--- src/rtl/expr_eval.sv ---
// Streaming evaluator for single-digit expressions with + and * (mul binds tighter).
// One character per accepted cycle; the result is held until the consumer takes it.
module expr_eval (
    input  logic        clk,
    input  logic        clr,
    input  logic [7:0]  in,
    input  logic        in_valid,
    output logic        in_ready,
    output logic [15:0] res,
    output logic        res_valid,
    input  logic        res_ready,
    output logic        err
);

    typedef enum logic [1:0] {
        S_NUM  = 2'd0,
        S_OP   = 2'd1,
        S_SKIP = 2'd2,
        S_OUT  = 2'd3
    } state_t;

    state_t      state;
    logic [15:0] acc;
    logic [15:0] term;
    logic        mulp;

    logic        is_digit;
    logic        is_plus;
    logic        is_mul;
    logic        is_end;
    logic [15:0] dval;
    logic [15:0] prod;
    logic        take_in;
    logic        take_res;

    assign is_digit = (in >= 8'd48) && (in <= 8'd57);
    assign is_plus  = (in == 8'd43);
    assign is_mul   = (in == 8'd42);
    assign is_end   = (in == 8'd61);
    assign dval     = {8'd0, in - 8'd48};
    assign prod     = term * dval;

    // Input side: valid/ready transfer on the rising edge when both are high.
    // Output side: res/err are held while res_valid is high until res_ready.
    assign in_ready = (state != S_OUT);
    assign take_in  = in_valid && in_ready;
    assign take_res = res_valid && res_ready;

    always_ff @(posedge clk or posedge clr) begin
        if (clr) begin
            state     <= S_NUM;
            acc       <= 16'd0;
            term      <= 16'd0;
            mulp      <= 1'b0;
            res       <= 16'd0;
            res_valid <= 1'b0;
            err       <= 1'b0;
        end else begin
            case (state)
                S_NUM: begin
                    if (take_in) begin
                        if (is_digit) begin
                            term  <= mulp ? prod : dval;
                            mulp  <= 1'b0;
                            state <= S_OP;
                        end else if (is_end) begin
                            res       <= 16'd0;
                            err       <= 1'b1;
                            res_valid <= 1'b1;
                            state     <= S_OUT;
                        end else begin
                            state <= S_SKIP;
                        end
                    end
                end
                S_OP: begin
                    if (take_in) begin
                        if (is_plus) begin
                            acc   <= acc + term;
                            term  <= 16'd0;
                            state <= S_NUM;
                        end else if (is_mul) begin
                            mulp  <= 1'b1;
                            state <= S_NUM;
                        end else if (is_end) begin
                            res       <= acc + term;
                            err       <= 1'b0;
                            res_valid <= 1'b1;
                            state     <= S_OUT;
                        end else begin
                            state <= S_SKIP;
                        end
                    end
                end
                // Malformed input: swallow everything up to the terminator.
                S_SKIP: begin
                    if (take_in && is_end) begin
                        res       <= 16'd0;
                        err       <= 1'b1;
                        res_valid <= 1'b1;
                        state     <= S_OUT;
                    end
                end
                S_OUT: begin
                    if (take_res) begin
                        res_valid <= 1'b0;
                        acc       <= 16'd0;
                        term      <= 16'd0;
                        mulp      <= 1'b0;
                        state     <= S_NUM;
                    end
                end
                default: state <= S_NUM;
            endcase
        end
    end

endmodule

--- config.mk ---
export PLATFORM = sky130hd
export DESIGN_NAME = expr_eval
export DESIGN_NICKNAME = d
export VERILOG_FILES = /design/src/rtl/expr_eval.sv
export SDC_FILE = /design/constraint.sdc
export NUM_CORES = 1
export LEC_CHECK = 0
export CAP_MARGIN = 40
export CORE_MARGIN = 2
export CORE_UTILIZATION = 35
export CTS_CLUSTER_SIZE = 12
export DETAILED_ROUTE_END_ITERATION = 16
export PLACE_DENSITY = 0.61
export SLEW_MARGIN = 20
export SYNTH_ARGS = -nofsm -noshare
export SYNTH_HDL_FRONTEND = slang
export SYNTH_SLANG_ARGS = --single-unit
--- constraint.sdc ---
create_clock -name clk -period 4.4 [get_ports clk]
set_input_delay 0.88 -clock clk [delete_from_list [all_inputs] [get_ports clk]]
set_output_delay 0.88 -clock clk [all_outputs]
set_load 0.01 [all_outputs]
==> impl_results.md <==
- Iter 0 DRT Violations: 271
- Vias in the first global route: 4,951
- Largest net degree at the start of global routing: 33
- Die width: 132 um
- Initial Utilization: 35.9%
- RSZ-0062 raised after global routing: true
- EDFF count, synth: 0
- I/O pin count: 31
- CTS clk-pin slew, worst paths: 0.08 ns
- Clk sinks: 53
- CP Max Fanout: 6
- Syn-to-layout area delta: 25.1%
- Max Slew Vio Count: 0
- CP Depth: 19
- GRT overflow: 0
- HP Class: flip-flop to flip-flop
- Core box area: 15,900 um2
- Antenna viol nets, final: 0
- Final setup viols: 7
- Outcome: finished with violations
- Highest-delay cell along the critical path: fa_2
- Period Utilization, post-route: 110%
- Layout cell share with drive strength beyond 1: 18.3%
- First-pass GRT wire length: 25,000 um
- Rows: 46
- MaxCap Viol Count: 0
- Fill cell count: 1,540
- Register Area: 1330 um2
- Post-synthesis sequential area ratio: 23.2%
- Synthesized area: 5720 um2
- Cell family with most CP delay: adder cells
- PortBufs: 30
- Crit Path Category: input pin to flip-flop
- Startpoint Class: input pin
- Hold Path Depth: 2
- Fin crit period: 4.83 ns
- Hold Buf Count CTS: 0
- Max frequency: 207 MHz
- Drt total wl: 14,300 um
- Total negative slack: -2.35 ns
- Num CTS Buffers: 5
- Skew final: 0.00716 ns
- Initial antenna violation count: 0
- Clock Latency Late Sink: 0.31 ns
- Power density over the cells: 288 nW/um2
- Depth of the CTS H-tree: 2
- Vias: 4,643
- Clk root buf: clkbuf_16
- Final WS setup: -0.435 ns
- Most Frequent Cell on Critical Path: fa_1
- CTS tree: done
- FF-to-FF path depth: 15
- Area of the multi-input gates: 4320 um2
- Mapped Cells: 625
- Vias per inst: 5.04
- Post-DP HPWL: 11,300 um
- CP peak stage delay: 0.53 ns
- Leading cell type in the layout, fill and taps excluded: inv_1
- Overall Global Routing Usage: 17.4%
- #FFs+latches synth: 53
- Global placement routability congestion: 0.887
- WP data arrival: 5.05 ns
- Max clock buf depth: 2
- Crit end category: flip-flop
- WP buf/inv: 4
- Ant. Diodes: 0
- VDD IR max: 0.165 mV
- TritonRoute pass-1 iters: 5
- LEAKAGE: 3.12 nW
- Final Hold Fails: 0
- Failing checks: setup timing
- FFs w/ async S/R, synth: 100%
- Die Y: 132 um
- Slew of the pin with the lowest slew margin: 0.725 ns
- Layout Nets: 818
- Drt drc: 0
- Wire per inst: 15.6 um
- Cell variety after synth: 44
- Syn. warnings: 0
- Commonest cells after routing, fill and taps aside: inv_1, nand2_1, buf_4, fa_1, dfrtp_1
- Ys flop type: dfrtp_1
- Worst-path cell chain: buf_8, a21oi_4, xnor2_2, buf_6, and2b_1, fa_1, inv_1, fa_2, fa_1, fa_1, inv_2, ha_4, or3_4, o21bai_4, nand2_2, o21ai_4, a31oi_2, xnor2_1, o31ai_1
- Placed Area: 6760 um2
- Design area: 7160 um2
- Syn Nets: 739
- Relative slew slack: 51.7%
- Post-Syn Area per Cell: 9.16 um2
- WP data required: 4.61 ns
- Die Footprint: 17,400 um2
## path summary, 6_finish.rpt
kind                                     startpoint                    to  slack [ns]
worst max-delay path                          in[4]  term[15]$_DFFE_PP0P_       -0.43
worst min-delay path             res[3]$_DFFE_PP0P_    res[3]$_DFFE_PP0P_        0.48
worst max register to register  term[4]$_DFFE_PP0P_  term[15]$_DFFE_PP0P_        0.16
worst min register to register   res[3]$_DFFE_PP0P_    res[3]$_DFFE_PP0P_        0.48
max in group asynchronous                       clr    res[2]$_DFFE_PP0P_        2.66
min in group asynchronous                       clr    res[6]$_DFFE_PP0P_        0.92
## state kept, by name, summed over array words and instances, names as in the netlist
signal,cells
res,16
err,1
mulp,1
acc,16
state,2
res_valid,1
term,16
## layout make-up
| class | instances | share of cell area [%] |
|---|---|---|
| Clock buffer | 5 | 1.75 |
| Clock inverter | 3 | 0.664 |
| Inverter | 75 | 4.00 |
| Multi-Input combinational cell | 476 | 60.3 |
| Sequential cell | 53 | 18.5 |
| Tap cell | 216 | 3.77 |
| Timing Repair Buffer | 93 | 11.0 |
## worst register-to-register path: stages, from the launching register on
cell	delay (ns)
dfrtp_1	0.45
nor2b_1	0.18
fa_1	0.53
inv_1	0.06
fa_2	0.58
fa_1	0.43
fa_1	0.51
inv_2	0.05
ha_4	0.15
or3_4	0.38
o21bai_4	0.19
nand2_2	0.09
o21ai_4	0.08
a31oi_2	0.17
xnor2_1	0.09
o31ai_1	0.21
## where the power goes
part	internal (mW)	leakage, nW	switching, mW	total, mW
clock network	0.273	0.0848	0.204	0.477
registers	0.501	0.726	0.0274	0.529
logic	0.516	2.31	0.541	1.06
## metrics by stage
step	power, mW	utilization, %	instances	hold WS, ns	setup slack, ns
floorplan	1.11	-	625	0.455	-0.488
finish	2.06	44.9	921	0.481	-0.435
CTS	2.05	44.4	919	0.492	-0.521
global route	2.22	44.9	921	0.519	-0.587
global placement	1.44	42.4	908	0.466	-1.19
detailed placement	1.46	42.4	908	0.474	-1.26
## layer usage
metal / GRT usage (%) / up-vias / routed length (um)
met3: 2.50 / 24 / 501
met2: 29.3 / 101 / 6990
met4: 4.11 / 0 / 265
met1: 23.7 / 2310 / 6580
met5: 0 / - / 0
li1: - / 2208 / -
## kinds of logic after synthesis
logic type / Yosys count / share of synthesized area (%)
AND/OR/NAND/NOR: 202 / 18.0
AO/OA/AOI/OAI: 127 / 15.1
adder cells (fa/ha/maj): 102 / 30.3
buffers and inverters: 96 / 6.36
flip-flops: 53 / 23.2
XOR/XNOR: 40 / 6.12
multiplexers: 5 / 0.874
## cell usage after synthesis (4+ instances only)
cell / count / area [um2]
o21ai_1: 4 / 20.0
nand3_1: 6 / 30.0
nand2_1: 70 / 263
and2b_1: 9 / 67.6
o21bai_1: 4 / 30.0
nand2b_1: 13 / 81.3
nor2b_1: 25 / 156
xor2_1: 11 / 96.3
nor3_1: 5 / 25.0
a22o_1: 17 / 149
dfrtp_1: 53 / 1330
mux2i_1: 5 / 50.1
a21oi_1: 24 / 120
ha_1: 41 / 513
o31ai_1: 19 / 143
and2_1: 43 / 269
xnor2_1: 29 / 254
a21o_1: 9 / 67.6
clkbuf_1: 18 / 67.6
nor2_1: 23 / 86.3
o21ai_0: 28 / 140
fa_1: 61 / 1220
inv_1: 75 / 282
## timing repair
action / in CTS / in global routing
pin swaps: 44 / 34
gates resized for setup: 59 / 16
setup buffers: 3 / 2
setup endpoints to repair: 11 / 10
No activity file was read; power rests on OpenSTA's default activity.
==> patch 1, RTL diff (same flow settings) <==
The 4 states of `state_t` get a Gray code encoding in 2 bits.
--- a/src/rtl/expr_eval.sv
+++ b/src/rtl/expr_eval.sv
@@ -15,6 +15,6 @@
     typedef enum logic [1:0] {
-        S_NUM  = 2'd0,
-        S_OP   = 2'd1,
-        S_SKIP = 2'd2,
-        S_OUT  = 2'd3
+        S_NUM  = 2'b00,
+        S_OP   = 2'b01,
+        S_SKIP = 2'b11,
+        S_OUT  = 2'b10
     } state_t;
Behaviour: same outputs for any inputs over 4 cycles, from zero or initial values; so few cycles prove little.
==> patch 1 against the unedited design <==
Synthesized cell count is 2.7% higher. Count of clock-buffer cells in the layout stayed put. Worst setup slack better by 0.13 ns. The run still ends with negative setup slack left. Routed wire length is 7.4% higher. Final area is 4.2% higher. Non-clock buffer count is 3 higher. Sequential cell count stayed put. Area after synthesis is 3.5% higher. Largest cell class unchanged.
Power is not compared: it rests on default switching activity, and its combinational part moved more than twofold at a synthesized area within 25%.
==> patch 1: results (changes against the unedited design) <==
<table>
<tr><th>Metric</th><th>Value</th></tr>
<tr><th colspan="2">Timing</th></tr>
<tr><td>Clock skew after layout</td><td>0.0107 ns (+0.00353 ns)</td></tr>
<tr><td>Fin worst setup slack</td><td>-0.306 ns (+0.129 ns)</td></tr>
<tr><td># setup viols final</td><td>6 (-1)</td></tr>
<tr><th colspan="2">Placement</th></tr>
<tr><td>Total half-perimeter wirelength after legalization and detailed placement</td><td>11900 um (+5.7%)</td></tr>
<tr><td>Routability cong.</td><td>0.858 (-3.2%)</td></tr>
<tr><td>Placement Setup Slack</td><td>-1.07 ns (+0.194 ns)</td></tr>
<tr><th colspan="2">Synth</th></tr>
<tr><td>Synthesized Nets</td><td>761 (+3.0%)</td></tr>
<tr><td>Most frequent cells after synthesis</td><td>sky130_fd_sc_hd__inv_1 (80), sky130_fd_sc_hd__nand2_1 (79), sky130_fd_sc_hd__fa_1 (61)</td></tr>
<tr><th colspan="2">Cells and area</th></tr>
<tr><td>Number of nets at the end of the flow</td><td>846 (+3.4%)</td></tr>
<tr><td>Fill cell total of the finished layout</td><td>1615 (+4.9%)</td></tr>
<tr><th colspan="2">Global routing</th></tr>
<tr><td>Global-route wire length before repair</td><td>26200 um (+4.8%)</td></tr>
<tr><td>Via count of the first global-routing pass</td><td>5120 (+3.4%)</td></tr>
<tr><td>Total track usage</td><td>18.1% (+0.74 points)</td></tr>
<tr><td>Pin count of the biggest net entering global routing</td><td>52 (+58%)</td></tr>
<tr><th colspan="2">Setup path</th></tr>
<tr><td>Arrival time of the worst setup path</td><td>4.89 ns (-0.16 ns)</td></tr>
<tr><td>Startpoint of the worst register-to-register path</td><td>term[1]$_DFFE_PP0P_</td></tr>
<tr><td>Register-to-register path setup slack</td><td>0.09 ns (-0.07 ns)</td></tr>
<tr><td>Maximum fanout encountered on the critical timing path</td><td>5 (-1)</td></tr>
<tr><td>Critical Path Max Stage Delay</td><td>0.57 ns (+0.04 ns)</td></tr>
<tr><td>R2r endpoint</td><td>term[11]$_DFFE_PP0P_</td></tr>
<tr><th colspan="2">Detailed routing</th></tr>
<tr><td>Avg WL per Cell</td><td>16.2 um (+4.4%)</td></tr>
<tr><td>Iteration-0 DRC count of the detailed router</td><td>220 (-19%)</td></tr>
<tr><th colspan="2">Worst hold path</th></tr>
<tr><td>Hold Startpoint</td><td>err$_DFFE_PP0P_</td></tr>
<tr><td>Hold Crit Endpoint</td><td>err$_DFFE_PP0P_</td></tr>
<tr><th colspan="2">Outcome</th></tr>
<tr><td>Violated checks</td><td>negative setup slack</td></tr>
<tr><td>Run status</td><td>finished, violations left</td></tr>
</table>
-- patch 1: changes by cell type after synthesis, sizes merged, moves of 4 or more --
cell | unedited run | this run
ha | 41 | 46
clkbuf | 18 | 13
nand4 | 0 | 4
a21o | 9 | 15
and2b | 9 | 5
inv | 75 | 80
o31ai | 19 | 14
nand2b | 13 | 7
a211oi | 4 | 0
nor2 | 23 | 28
nand2 | 70 | 80
a2111oi | 1 | 6
o21ai | 32 | 24
-- patch 1: per-layer routing --
layer / vias up / track usage, % / wire [um]
li1: 2277 / - / -
met1: 2443 / 24.2 / 6850
met2: 95 / 31.8 / 7910
met3: 19 / 1.74 / 364
met4: 0 / 4.44 / 282
met5: - / 0 / 0
-- patch 1: what timing repair did --
| action | in CTS | in global routing |
|---|---|---|
| resized for setup | 41 | 31 |
| pin swaps | 20 | 42 |
| hold buffers | 0 | 0 |
| setup buffers | 3 | 4 |
| endpoints found under the setup margin | 10 | 9 |
-- patch 1: cell families (layout without fill, tap and decap cells) --
kind of cell    after synthesis  in the layout  share of synthesized area, %
flops                        53             53                          22.4
simple gates                216            216                          18.6
mux                           6              6                          1.01
buf+inv                      99            185                          6.33
xor+xnor                     40             40                          5.91
compound gates              121            121                          15.4
fa+ha+maj                   107            107                          30.3
-- patch 1: how the worst max path moves through the flow --
stage	slack (ns)	endpoint	start
finish	-0.31	term[14]$_DFFE_PP0P_	in[4]
floorplan	-0.39	term[15]$_DFFE_PP0P_	in[4]
global route	-0.48	term[14]$_DFFE_PP0P_	in[4]
detailed placement	-1.07	term[15]$_DFFE_PP0P_	in[4]
global placement	-1.0	term[15]$_DFFE_PP0P_	in[4]
CTS	-0.37	term[15]$_DFFE_PP0P_	in[5]
-- patch 1: report_power, final --
| group | total [W] | internal (W) | switching, W | leakage, nW |
|---|---|---|---|---|
| clock | 0.000478 | 0.000271 | 0.000207 | 0.0842 |
| combinational | 0.00363 | 0.00173 | 0.00190 | 2.53 |
| sequential | 0.000678 | 0.000562 | 0.000115 | 0.720 |
-- patch 1: metrics by stage --
stage | hold slack, ns | TNS, ns | area, um2 | instances | utilization (%)
global placement | 0.459 | -8.22 | 7020 | 930 | 42.3
CTS | 0.486 | -1.96 | 7280 | 941 | 43.9
floorplan | 0.445 | -2.00 | 6110 | 642 | -
global route | 0.516 | -2.56 | 7460 | 948 | 45.0
detailed placement | 0.467 | -8.85 | 7020 | 930 | 42.3
finish | 0.484 | -1.49 | 7460 | 948 | 45.0
-- patch 1: area by class of cell --
class,count,area [um2],area share (%)
sequential,53,1330,17.8
timing repair buffer,96,851,11.4
multi-input combinational,490,4530,60.7
inverter,81,312,4.18
clock inverter,3,43.8,0.587
clock buffer,5,125,1.68
tap,220,275,3.69
==> patch 2, RTL diff (same flow settings) <==
Made on the original files. Put one more register stage on the output `err`, cleared by the reset. The value now appears one clock later. The other outputs are not delayed to match.
--- a/src/rtl/expr_eval.sv
+++ b/src/rtl/expr_eval.sv
@@ -20,2 +20,4 @@
     } state_t;
+
+    logic err_s0;
 
@@ -56,3 +58,3 @@
             res_valid <= 1'b0;
-            err       <= 1'b0;
+            err_s0    <= 1'b0;
         end else begin
@@ -67,3 +69,3 @@
                             res       <= 16'd0;
-                            err       <= 1'b1;
+                            err_s0    <= 1'b1;
                             res_valid <= 1'b1;
@@ -86,3 +88,3 @@
                             res       <= acc + term;
-                            err       <= 1'b0;
+                            err_s0    <= 1'b0;
                             res_valid <= 1'b1;
@@ -98,3 +100,3 @@
                         res       <= 16'd0;
-                        err       <= 1'b1;
+                        err_s0    <= 1'b1;
                         res_valid <= 1'b1;
@@ -117,2 +119,10 @@
 
+    always_ff @(posedge clk or posedge clr) begin
+        if (clr) begin
+            err <= '0;
+        end else begin
+            err <= err_s0;
+        end
+    end
+
 endmodule
Function: changed (a bounded check fails within 4 cycles, from zero or initial values).
==> patch 2 against the unedited design <==
The flow still finishes with violations (negative setup slack). Sequential cell count rose by 1. Global-route usage shrank 0.51 points. Routed wire length decreased by 2.0%. Final area fell by 1.7%. Largest power group unchanged. Worst setup slack gained 0.22 ns. Clock skew about the same. Power decreased by 27%. Highest routed layer unchanged. Area after synthesis rose by 0.13%.
==> patch 2: results (changes against the unedited design) <==
<table>
<tr><th>Metric</th><th>Value</th></tr>
<tr><th colspan="2">Outcome</th></tr>
<tr><td>Run status</td><td>finished, violations left</td></tr>
<tr><td>Violated checks</td><td>negative setup slack</td></tr>
<tr><th colspan="2">Detailed routing</th></tr>
<tr><td>Total wire length</td><td>14100 um (-2.0%)</td></tr>
<tr><td>Iteration-0 DRC count of the detailed router</td><td>202 (-25%)</td></tr>
<tr><td>First-pass DRT Iterations</td><td>4 (-1)</td></tr>
<tr><th colspan="2">Pwr</th></tr>
<tr><td>Static leakage</td><td>3.07 nW (-1.7%)</td></tr>
<tr><td>Internal power summed over all cells</td><td>0.000989 W (-23%)</td></tr>
<tr><td>VDD IR-drop max</td><td>0.151 mV (-8.3%)</td></tr>
<tr><th colspan="2">Timing</th></tr>
<tr><td>Worst slew margin relative to its limit</td><td>45.8% (-5.8 points)</td></tr>
<tr><td># setup viols final</td><td>6 (-1)</td></tr>
<tr><td>Fin worst setup slack</td><td>-0.215 ns (+0.219 ns)</td></tr>
<tr><th colspan="2">Placement</th></tr>
<tr><td>Total half-perimeter wirelength after legalization and detailed placement</td><td>11000 um (-2.9%)</td></tr>
<tr><td>Cell area reported after detailed placement</td><td>6730 um2 (-0.37%)</td></tr>
<tr><td>Cell total after placement</td><td>885 (-2.5%)</td></tr>
<tr><th colspan="2">Synth</th></tr>
<tr><td>Syn Area/Cell</td><td>9.32 um2 (+1.8%)</td></tr>
<tr><td>Distinct cell type count after synthesis</td><td>51 (+16%)</td></tr>
<tr><td>Dominant cells by area after synthesis</td><td>sky130_fd_sc_hd__dfrtp_1 (24%), sky130_fd_sc_hd__fa_1 (21%), sky130_fd_sc_hd__ha_1 (9.0%)</td></tr>
<tr><th colspan="2">Cells and area</th></tr>
<tr><td>Post-route non-filler standard cell count</td><td>897 (-2.6%)</td></tr>
<tr><td>Number of nets at the end of the flow</td><td>795 (-2.8%)</td></tr>
<tr><th colspan="2">Global routing</th></tr>
<tr><td>Via count of the first global-routing pass</td><td>4659 (-5.9%)</td></tr>
<tr><td>Total track usage</td><td>16.9% (-0.51 points)</td></tr>
<tr><th colspan="2">Setup path</th></tr>
<tr><td>Highest-delay cell along the critical path</td><td>sky130_fd_sc_hd__fa_1</td></tr>
<tr><td>Register-to-register path setup slack</td><td>0.13 ns (-0.03 ns)</td></tr>
<tr><td>Maximum fanout encountered on the critical timing path</td><td>10 (+4)</td></tr>
<tr><td>Worst Reg-to-Reg Cells</td><td>14 (-1)</td></tr>
</table>
patch 2: area by class of cell:
type	count	area, um2
Fill cell	1545	8910
Clock buffer	5	125
Inverter	82	313
Sequential cell	54	1350
Timing Repair Buffer	82	722
Multi-Input combinational cell	456	4240
Tap cell	216	270
Clock inverter	2	13.8
patch 2: through the flow:
stage	util (%)	TNS (ns)	worst slack, ns	hold WS, ns	total power, W
after global placement	42.2	-8.59	-1.02	0.360	0.00106
after global routing	44.1	-1.70	-0.392	0.397	0.00160
after CTS	43.5	-1.20	-0.250	0.384	0.00149
after floorplan	-	-1.59	-0.298	0.354	0.000886
final	44.1	-1.01	-0.215	0.381	0.00150
after detailed placement	42.2	-9.41	-1.17	0.367	0.00107
patch 2: worst max-delay path by stage:
stage          cells after the start   from              endpoint  slack (ns)
2_1_floorplan                     18  in[4]  term[15]$_DFFE_PP0P_       -0.30
3_3_place_gp                      18  in[4]  term[15]$_DFFE_PP0P_       -1.02
3_5_place_dp                      17  in[5]  term[14]$_DFFE_PP0P_       -1.17
4_1_cts                           17  in[7]  term[15]$_DFFE_PP0P_       -0.25
5_1_grt                           18  in[6]  term[15]$_DFFE_PP0P_       -0.39
6_report                          18  in[5]  term[15]$_DFFE_PP0P_       -0.22
patch 2: layer usage:
metal  track usage, %  wire length [um]
met1             23.0              6690
met2             29.2              6920
met3             1.85               316
met4             3.20               130
met5                0                 0
patch 2: logic make-up after synthesis:
kind of cell               synth area share [%]
and+or+nand+nor                            18.0
DFF                                        23.6
AOI/OAI and AO/OA                          14.2
muxes                                     0.699
adders and majority gates                  30.3
buffers and inverters                      7.29
xor gates and xnor gates                   5.96
patch 2: timing repair:
| item | CTS | global route |
|---|---|---|
| setup endpoints to repair | 10 | 9 |
| pin swaps | 18 | 24 |
| setup buffers | 2 | 2 |
| resized for setup | 33 | 20 |
| hold endpoints to repair | 0 | 0 |
patch 2: power by group through the flow:
| stage | combinational [W] | clock (W) | sequential, W |
|---|---|---|---|
| 5_1_grt | 0.000640 | 0.000429 | 0.000534 |
| 2_1_floorplan | 0.000356 | 0 | 0.000531 |
| 4_1_cts | 0.000547 | 0.000408 | 0.000532 |
| 6_report | 0.000570 | 0.000400 | 0.000532 |
| 3_3_place_gp | 0.000515 | 0 | 0.000541 |
| 3_5_place_dp | 0.000528 | 0 | 0.000541 |
patch 2: worst reg2reg max path: cells and delay by family (launching register included):
kind / cells / cell delay (ns)
XOR/XNOR: 1 / 0.12
flip-flops: 1 / 0.60
adder cells (fa/ha/maj): 5 / 2.28
AND/OR/NAND/NOR: 2 / 0.38
AO/OA/AOI/OAI: 2 / 0.44
buffers and inverters: 4 / 0.35
